File: config.mk
export PLATFORM = sky130hd
export DESIGN_NAME = feature_loader
export DESIGN_NICKNAME = d
export VERILOG_FILES = /design/src/rtl/feature_loader.sv
export SDC_FILE = /design/constraint.sdc
export NUM_CORES = 1
export LEC_CHECK = 0
export ABC_AREA = 0
export BUFFER_PORTS_ARGS = -buffer_cell sky130_fd_sc_hd__buf_2
export CAP_MARGIN = 10
export CELL_PAD_IN_SITES_DETAIL_PLACEMENT = 1
export CELL_PAD_IN_SITES_GLOBAL_PLACEMENT = 1
export CORE_MARGIN = 5
export CORE_UTILIZATION = 35
export DETAILED_ROUTE_END_ITERATION = 8
export PLACE_DENSITY_LB_ADDON = 0.1
export SYNTH_ARGS = -nofsm -noshare
export SYNTH_HDL_FRONTEND = slang
export SYNTH_SLANG_ARGS = --single-unit
File: constraint.sdc
create_clock -name clk -period 2.55 [get_ports clk]
set_input_delay 0.1275 -clock clk [delete_from_list [all_inputs] [get_ports clk]]
set_output_delay 0.1275 -clock clk [all_outputs]
set_load 0.01 [all_outputs]
File: src/rtl/feature_loader.sv
// feature_loader: packs a serial 2-bit weight stream into kernels and writes them to the weight memory
module feature_loader #(
  parameter int KERNEL_SIZE = 3,
  parameter int NUM_FEATURES = 10,
  localparam int KK = KERNEL_SIZE * KERNEL_SIZE,
  localparam int AW = $clog2(NUM_FEATURES) + 1,
  localparam int WW = $clog2(KK)
) (
  input  logic                clk,
  input  logic                rst,
  input  logic                start,
  input  logic                abort,
  input  logic                in_valid,
  input  logic [1:0]          in_weight,
  output logic                in_ready,
  output logic [AW-1:0]       address_w,
  output logic                feature_WrEn,
  output logic [KK-1:0][1:0]  weights_input,
  output logic                busy,
  output logic                done
);
  typedef enum logic [1:0] {IDLE, COLLECT, WRITE, DONE} state_t;
  state_t state, state_n;
  logic [AW-1:0] feat_cnt, addr_q;
  logic [WW-1:0] w_cnt;
  logic [KK-1:0][1:0] buffer, wts_q;
  logic beat, last_w, last_f;
  always_comb begin
    in_ready = state == COLLECT;
    feature_WrEn = state != WRITE;
    busy = state != IDLE;
    done = state == DONE;
    address_w = state == WRITE ? feat_cnt : addr_q;
    weights_input = state == WRITE ? buffer : wts_q;
    beat = in_valid && in_ready;
    last_w = w_cnt == WW'(KK - 1);
    last_f = feat_cnt == AW'(NUM_FEATURES - 1);
    state_n = state;
    case (state)
      IDLE:    state_n = start ? COLLECT : IDLE;
      COLLECT: state_n = (beat && last_w) ? WRITE : COLLECT;
      WRITE:   state_n = last_f ? DONE : COLLECT;
      default: state_n = IDLE;
    endcase
    if (abort) state_n = IDLE;
  end
  // The write in WRITE has already happened even if abort arrives, so the held outputs still capture it
  always_ff @(posedge clk) begin
    if (!rst) begin
      state <= IDLE;
      feat_cnt <= '0;
      w_cnt <= '0;
      buffer <= '0;
      addr_q <= '0;
      wts_q <= '0;
    end else begin
      state <= state_n;
      if (beat) begin
        buffer[w_cnt] <= in_weight;
        w_cnt <= w_cnt + 1'b1;
      end
      if (state == WRITE) begin
        addr_q <= feat_cnt;
        wts_q <= buffer;
        feat_cnt <= last_f ? feat_cnt : feat_cnt + 1'b1;
        w_cnt <= '0;
      end
      if ((state == IDLE && start) || abort) begin
        feat_cnt <= '0;
        w_cnt <= '0;
      end
    end
  end
endmodule

==> results of run 1 <==
==> kinds of logic after synthesis <==
family                   count (synthesis)  synth area share (%)
XOR/XNOR                                 2                 0.745
multiplexers                            40                  21.6
buffers and inverters                   16                  3.88
AO/OA/AOI/OAI                           18                  4.20
adder cells (fa/ha/maj)                  6                  3.19
flip-flops                              52                  44.3
AND/OR/NAND/NOR                         83                  22.1
==> how the worst max path moves through the flow <==
| stage | start | to | slack, ps |
|---|---|---|---|
| 2_1_floorplan | state[0] | addr_q[0] | 1230 |
| 3_3_place_gp | state[0] | address_w[4] | 860 |
| 3_5_place_dp | state[0] | address_w[4] | 830 |
| 4_1_cts | state[0] | address_w[4] | 470 |
| 5_1_grt | state[0] | address_w[4] | 390 |
| 6_report | state[0] | address_w[4] | 520 |
==> synth_stat cells, types with 2 or more instances <==
cell	n	area, um^2
dfxtp_1	52	1040
nand2_1	28	105
and2_1	24	150
mux2_4	21	315
mux2i_1	18	180
a21oi_1	7	35.0
clkbuf_1	6	22.5
ha_1	6	75.1
nand3b_1	6	45.0
o21ai_0	6	30.0
inv_1	5	18.8
or3_1	5	31.3
buf_6	4	45.0
nor3b_2	4	50.1
nor2_1	3	11.3
nand3_1	2	10.0
nor2b_1	2	12.5
==> cell type report <==
cell class,count,area (um^2),share of cell area (%)
Multi-Input combinational cell,149,1220,45.4
Tap cell,77,96.3,3.59
Inverter,5,18.8,0.699
Sequential cell,52,1040,38.8
Clock buffer,5,68.8,2.56
Clock inverter,3,68.8,2.56
Timing Repair Buffer,34,173,6.43
==> worst min-delay path: stages <==
cell     delay (ps)
buf_2           150
nand2_1          70
mux2i_1          60
==> registers in the layout, indices dropped and copies added, names as in the netlist <==
signal    flops
buffer       18
wts_q        18
addr_q        5
feat_cnt      5
w_cnt         4
state         2
==> power groups by stage <==
stage / Combinational (mW) / Sequential (mW) / Clock [mW]
floorplan: 0.0297 / 0.833 / 0
global placement: 0.0444 / 0.835 / 0
detailed placement: 0.0447 / 0.835 / 0
CTS: 0.0448 / 0.817 / 0.708
global route: 0.0486 / 0.818 / 0.748
finish: 0.0430 / 0.816 / 0.680
==> per-layer routing <==
layer	up-vias	wire [um]	track usage (%)
met2	25	2140	18.7
met5	-	0	0
met1	770	2470	16.1
li1	788	-	-
met4	0	64	3.71
met3	7	141	3.11
==> stage by stage <==
stage,area (um^2),setup WS (ps),instances,util (%)
final,2690,521,325,41.6
after floorplan,2350,1230,217,-
after CTS,2690,472,325,41.6
after global routing,2690,395,325,41.6
after global placement,2550,857,317,39.4
after detailed placement,2550,829,317,39.4
==> flow_metrics.tcl, run 1 <==
set metrics [dict create \
    dieArea_mm2 0.00846 \
    pwr-share-comb_pct 2.8 \
    hold_path.class "in2reg" \
    p_per_area_mw_per_mm2 573 \
    internal-power_mw 1.22 \
    cts_tree "built" \
    holdWs_ps 147 \
    slew_headroom_pct 50.0 \
    grt_pass1_wl_um 8020 \
    end_kind "primary output" \
    pwr-share-clk_pct 44.2 \
    synth_seq_area_share_pct 44.3 \
    start_kind "flip-flop" \
    totalPowerFinal_mw 1.54 \
    worst-slew-pin-transition_ps 740 \
    mostFrequentLayoutCells "dfxtp_1 (52), buf_2 (33), nand2_1 (28), and2_1 (24), mux2_4 (21)" \
    track_usage_pct 11.9 \
    path_cells "nand2b_4, mux2_2, buf_2" \
    antenna_left 0 \
    cts.sinks 52 \
    hp-start "rst" \
    skew_ps 15.1 \
    clockBufferDepth 2 \
    crit_cells 3 \
    cp.required_ps 2420 \
    grt_pass1_vias 1581 \
    avgViaCountPerCell 4.89 \
    syn_area_per_cell_um2 10.8 \
    cpPeakStageDelay_ps 520 \
    overflow 0 \
    initial_core_util_pct 36.4 \
    clk_pin_slew_worst_paths_ps 90 \
    num_rows 29 \
    critical_path.top_delay_family "flip-flops" \
    wl_um 4820 \
    syn_inst 217 \
    numCtsBuffers 5 \
    status "finished, final reports clean" \
    die_h_um 92.0 \
    p_sw_mw 0.317 \
    hold_end "buffer[6]" \
    grt_max_degree 38 \
    cap_viol_max_count 0 \
    synthArstFlopShare_pct 0 \
    core_mm2 0.00646 \
    synth_fp_nets 230 \
    antenna_cells 0 \
    cts-root-buf "clkbuf_8" \
    hold_violations 0 \
    wl_per_cell_um 14.8 \
    portBuffers 33 \
    cp.buffers_inverters 1 \
    rr_startpoint "state[0]" \
    syn_to_final_growth_pct 14.2 \
    crit_arrival_ps 1900 \
    max_freq_ghz 0.493 \
    period_minus_slack_ps 2030 \
    final.fill_count 733 \
    final.period_utilization_pct 79.6 \
    h-tree-depth 2 \
    drive_gt1_share_pct 29.4 \
    vias 1590 \
    ctsResizeCount 0 \
    pin_count 34 \
    ys_seq_elements 52 \
    finalSetupTns_ps 0 \
    drt_iter0_markers 81 \
    switching_share_pct 20.6 \
    yosys_warnings 0 \
    path_class "reg2out" \
    post_cts_buffers 0 \
    drcViolationCount 0 \
    synth-edff-count 0 \
    ys.flop_type "dfxtp_1" \
    rrSetupSlack_ps 850 \
    clkLatencyLatePin_ps 310 \
    min_path_cells 3 \
    dp_hpwl_um 3380 \
    rsz0062_at_grt "no" \
    synth_cell_types 35 \
    syn_area_mm2 0.00235 \
    fin_nets 260 \
    drv_slew 0 \
    seq_power_share_pct 53.0 \
    r2r_end "addr_q[4]" \
    vdd_ir_drop_max_uv 219 \
    crit_fanout 32 \
    setup_violations 0 \
    fp.dieW_um 92.0 \
    cts_hold_buf 0 \
    layout.cells.most_common "dfxtp_1" \
    firstDrtPassIters 4 \
    r2r_cells 3 \
    gp_congestion 0.746 \
    p_leak_nw 1.20 \
    crit_slowest_cell "dfxtp_1" \
    antenna_found_initial 0 \
]
(Power assumes the default switching activity.)
==> run 2, diff against run 1 <==
Settings changed: ABC_AREA 0 to 1.
Clock period 2.55 ns to 1.83 ns, I/O delays scaled along.
==> run 2 against run 1 <==
Compared with the run above:
- sequential share of layout area increased by 0.51 points
- design area decreased by 1.3%
- clock skew decreased by 2.7 ps
- worst setup slack got worse by 360 ps
- highest routed layer unchanged
==> flow_metrics.tcl, run 2 <==
set metrics [dict create \
    status "finished, final reports clean" \
    die_h_um 91.0 \
    mostFrequentLayoutCells "nor2_1 (73), dfxtp_1 (52), nand2_1 (46), inv_1 (39), buf_2 (33)" \
    core_mm2 0.00639 \
    path_cells "nor2_4, buf_6, or2_2, o21ai_1, inv_1, buf_2" \
    r2r_cells 7 \
    synth_top_area_share_pct 45.3 \
    p_sw_mw 0.447 \
    numCtsBuffers 5 \
    wl_um 5490 \
    cts.sinks 52 \
    crit_cells 6 \
    clkLatencyLatePin_ps 310 \
    drive_gt1_share_pct 20.8 \
    avgViaCountPerCell 4.61 \
    cp.buffers_inverters 3 \
    syn_area_mm2 0.00230 \
    cts_hold_buf 0 \
    yosys_warnings 0 \
    cap_viol_max_count 0 \
    post_cts_buffers 0 \
    pwr-share-comb_pct 3.3 \
    portBuffers 33 \
    multi_input_area_mm2 0.00103 \
    drv_slew 0 \
    vias 1998 \
    synth_cell_types 25 \
    wl_per_cell_um 12.7 \
    syn_to_final_growth_pct 15.3 \
    max_freq_ghz 0.600 \
    regArea_mm2 0.00104 \
    clockBufferDepth 2 \
    switching_share_pct 23.5 \
    antenna_found_initial 0 \
    crit_fanout 28 \
    rsz0062_at_grt "no" \
    slew_headroom_pct 76.7 \
    hold_violations 0 \
    grt_pass1_wl_um 9650 \
    synth-edff-count 0 \
    synthArstFlopShare_pct 0 \
    yosys-top-cells-count "nor2_1 (73), dfxtp_1 (52), nand2_1 (46), inv_1 (39)" \
    fin_util_pct 41.5 \
    crit_slowest_cell "dfxtp_1" \
    reg_top3 "buffer: 18 flops, wts_q: 18 flops" \
    initial_core_util_pct 36.0 \
    overflow 0 \
    vdd_ir_drop_max_uv 272 \
    clk_pin_slew_worst_paths_ps 90 \
    grt_max_degree 29 \
    dieArea_mm2 0.00829 \
    grt_pass1_vias 2023 \
    holdWs_ps 68.0 \
    ys_seq_elements 52 \
    min_path_cells 4 \
    dp_hpwl_um 3980 \
    cpPeakStageDelay_ps 430 \
    firstDrtPassIters 4 \
    yosys-top-cells-area "dfxtp_1 (45%), nor2_1 (12%), nand2_1 (7.5%)" \
    syn_inst 320 \
    layout.cells.most_common "nor2_1" \
    h-tree-depth 2 \
    antenna_cells 0 \
    pin_count 34 \
    skew_ps 12.3 \
    syn_area_per_cell_um2 7.18 \
    synth_seq_area_share_pct 45.3 \
    worst-slew-pin-transition_ps 348 \
    fp.dieW_um 91.0 \
    antenna_left 0 \
    final.fill_count 835 \
    crit_arrival_ps 1580 \
    internal-power_mw 1.46 \
    setup_violations 0 \
    ys.flop_type "dfxtp_1" \
    p_per_area_mw_per_mm2 719 \
    path_class "reg2out" \
    gp_congestion 0.777 \
    drcViolationCount 0 \
    cts_tree "built" \
    final.period_utilization_pct 91.1 \
    hold_path.class "in2reg" \
    finalSetupTns_ps 0 \
    num_rows 29 \
    synth_fp_nets 333 \
    synth.most_common_cell "nor2_1" \
    fin_nets 368 \
    pwr-share-clk_pct 37.0 \
    p_leak_nw 1.42 \
    critical_path.top_delay_family "flip-flops" \
    totalPowerFinal_mw 1.91 \
    track_usage_pct 14.2 \
    end_kind "primary output" \
    synth_top_area_cell "dfxtp_1" \
    period_minus_slack_ps 1670 \
    cp.required_ps 1740 \
    cts-root-buf "clkbuf_8" \
    drt_iter0_markers 47 \
    start_kind "flip-flop" \
    seq_power_share_pct 59.6 \
]
==> run 2: cell types whose count changed after synthesis, moves of 18 or more <==
cell and change:
and2_1 -24, or2_2 +18, nor2_1 +70, mux2i_1 -18, inv_1 +34, nand2_1 +18, mux2_4 -21
==> run 2: kinds of logic after synthesis <==
logic type	after synthesis	synth area share [%]
buffers and inverters	52	9.69
flip-flops	52	45.3
adder cells (fa/ha/maj)	6	3.27
AO/OA/AOI/OAI	45	9.91
AND/OR/NAND/NOR	165	31.8
==> run 2: timing repair <==
item / 4_1_cts / 5_1_grt
endpoints found under the setup margin: 0 / 15
gates resized for setup: 0 / 2
hold endpoints to repair: 0 / 0
==> run 2: metrics by stage <==
stage / instances / worst slack [ps] / cell area [um^2]
after floorplan: 320 / 668 / 2300
after global placement: 425 / 434 / 2550
after detailed placement: 425 / 384 / 2550
after CTS: 433 / 55.0 / 2650
after global routing: 433 / 2.53 / 2650
final: 433 / 163 / 2650
==> run 2: power by group through the flow <==
stage	clock [mW]	combinational, mW	sequential [mW]
detailed placement	0	0.0656	1.16
floorplan	0	0.0382	1.16
CTS	0.747	0.0657	1.14
finish	0.706	0.0638	1.14
global route	0.794	0.0732	1.14
global placement	0	0.0653	1.16
==> run 2: worst reg2reg max path, cell delays in order, from the launching register on <==
cell     delay [ps]
dfxtp_1         360
inv_1           110
ha_1            210
nand3_1         130
nor2_1          250
inv_1            90
nor2_1          110
nor2_1           60
==> run 2: area by class of cell <==
type                    count  share of cell area, %
flip-flops and latches     52                   39.3
multi-input cells         216                   39.0
repair buffers             39                   8.55
inverters                  41                   5.81
well taps                  77                   3.64
clock buffers               6                   3.12
clock inverters             2                  0.567
==> run 2: path summary, 6_finish.rpt <==
path | start | slack (ps) | endpoint
max reg2reg | w_cnt[0] | 400 | buffer[16]
max | state[0] | 160 | address_w[1]
min reg2reg | addr_q[0] | 470 | addr_q[0]
min | abort | 70 | state[0]
==> run 2: layer usage <==
metal / track usage, % / wire length, um / vias up
li1: - / - / 1050
met1: 18.5 / 2730 / 916
met2: 22.8 / 2500 / 24
met3: 3.39 / 161 / 8
met4: 5.13 / 90 / 0
met5: 0 / 0 / -
==> run 3, diff against run 2 <==
Settings changed: CORE_ASPECT_RATIO set to 1.1.
==> run 3 against run 2 <==
Compared with the run above:
- utilization down 0.083 points
- power increased by 8.2%
- maximum frequency fell by 2.6%
- sequential share of layout area fell by 0.43 points
- first-iteration DRC count rose by 60%
- global-route usage grew 0.41 points
- worst setup slack got worse by 45 ps
- register-to-register slack barely moved
- largest power group unchanged
- highest routed layer unchanged
==> flow_metrics.tcl, run 3 (same netlist as run 2, synthesis figures left out) <==
set metrics [dict create \
    p_sw_mw 0.429 \
    pwr-share-comb_pct 3.0 \
    crit_fanout 17 \
    cts_tree "built" \
    start_kind "flip-flop" \
    hold_violations 0 \
    hold_path.class "in2reg" \
    skew_ps 5.00 \
    final.period_utilization_pct 93.5 \
    drv_slew 0 \
    internal-power_mw 1.63 \
    pwr-share-clk_pct 41.9 \
    place_ws_ps 342 \
    rrSetupSlack_ps 390 \
    holdWs_ps 78.7 \
    place_inst 428 \
    min_path_cells 4 \
    clk_pin_slew_worst_paths_ps 90 \
    pin_count 34 \
    dieArea_mm2 0.00829 \
    crit_arrival_ps 1620 \
    rsz0062_at_grt "no" \
    track_usage_pct 14.6 \
    status "finished, final reports clean" \
    syn_to_final_growth_pct 16.7 \
    r2r_cells 5 \
    portBuffers 33 \
    cap_viol_max_count 0 \
    vias 2008 \
    r2r_end "buffer[2]" \
    end_kind "primary output" \
    design_area_mm2 0.00268 \
    wl_per_cell_um 12.6 \
    cp.required_ps 1740 \
    initial_core_util_pct 35.5 \
    regArea_mm2 0.00104 \
    avgViaCountPerCell 4.59 \
    core_mm2 0.00648 \
    layout.cells.most_common "nor2_1" \
    rr_startpoint "state[0]" \
    path_class "reg2out" \
    grt_pass1_wl_um 9630 \
    slew_headroom_pct 70.5 \
    seq_power_share_pct 55.1 \
    overflow 0 \
    multi_input_area_mm2 0.00103 \
    setup_violations 0 \
    cts-root-buf "clkbuf_8" \
    gp_congestion 0.705 \
    dpl-instance-area_mm2 0.00254 \
    dp_hpwl_um 3980 \
    totalPowerFinal_mw 2.06 \
    num_rows 31 \
    final.fill_count 847 \
    p_per_area_mw_per_mm2 769 \
    antenna_cells 0 \
    mostFrequentLayoutCells "nor2_1 (73), dfxtp_1 (51), nand2_1 (46), inv_1 (38), buf_2 (33)" \
    grt_use_met2_pct 26.6 \
    reg_top3 "buffer: 18 flops, wts_q: 18 flops" \
    hold_end "state[1]" \
    vdd_ir_drop_max_uv 312 \
    clkLatencyLatePin_ps 300 \
    drcViolationCount 0 \
    grt.met3_usage_pct 3.23 \
    antenna_left 0 \
    period_minus_slack_ps 1710 \
    wl_um 5500 \
    fin_util_pct 41.4 \
    timing.final.ws_setup_ps 119 \
    finalSetupTns_ps 0 \
    drt_iter0_markers 75 \
    top_usage_layer "met2" \
    worst-slew-pin-transition_ps 438 \
    numCtsBuffers 5 \
    drive_gt1_share_pct 21.1 \
    hp-start "abort" \
    p_leak_nw 1.43 \
    use_met1_pct 16.9 \
    cts.sinks 52 \
    cp-startpoint "state[1]" \
    grt_pass1_vias 2143 \
    antenna_found_initial 0 \
    h-tree-depth 2 \
    firstDrtPassIters 3 \
    fin_cells 437 \
    fp.dieW_um 87.3 \
    fin_nets 367 \
    die_h_um 95.0 \
    max_freq_ghz 0.584 \
    grt_max_degree 30 \
    clockBufferDepth 2 \
    switching_share_pct 20.8 \
]
==> run 3: metal layers <==
layer	vias up	wire length, um
li1	1047	-
met1	931	2490
met2	23	2750
met3	7	183
met4	0	70
met5	-	0
==> run 3: worst max-delay path by stage <==
stage | cells after the start | slack, ps | to
2_1_floorplan | 6 | 670 | address_w[3]
3_3_place_gp | 5 | 400 | buffer[14]
3_5_place_dp | 7 | 340 | weights_input[10]
4_1_cts | 7 | 30 | weights_input[10]
5_1_grt | 6 | 10 | weights_input[13]
6_report | 7 | 120 | weights_input[10]
==> run 3: what timing repair did <==
| item | CTS | global route |
|---|---|---|
| gates resized for setup | 1 | 5 |
| setup buffers | 1 | 0 |
| hold buffers | 0 | 0 |
| endpoints found under the setup margin | 2 | 21 |
| endpoints found under the hold margin | 0 | 0 |
==> run 3: power groups by stage <==
stage	logic [mW]	registers (mW)	clock network (mW)
2_1_floorplan	0.0382	1.16	0
3_3_place_gp	0.0639	1.16	0
3_5_place_dp	0.0649	1.16	0
4_1_cts	0.0652	1.14	0.896
5_1_grt	0.0720	1.14	0.941
6_report	0.0626	1.14	0.864
==> run 3: layout make-up <==
cell class                 count  share of cell area (%)
clock inverter                 1                    1.12
multi-input combinational    216                    38.6
clock buffer                   7                    3.59
sequential                    52                    38.9
timing repair buffer          38                    8.16
inverter                      41                    5.88
tap                           82                    3.82
==> run 3: critical path, stage by stage, from the launching register on <==
cell	delay, ps
dfxtp_2	370
inv_2	70
nor2_4	120
clkinvlp_4	140
buf_12	170
o21ai_0	240
inv_1	60
buf_2	140
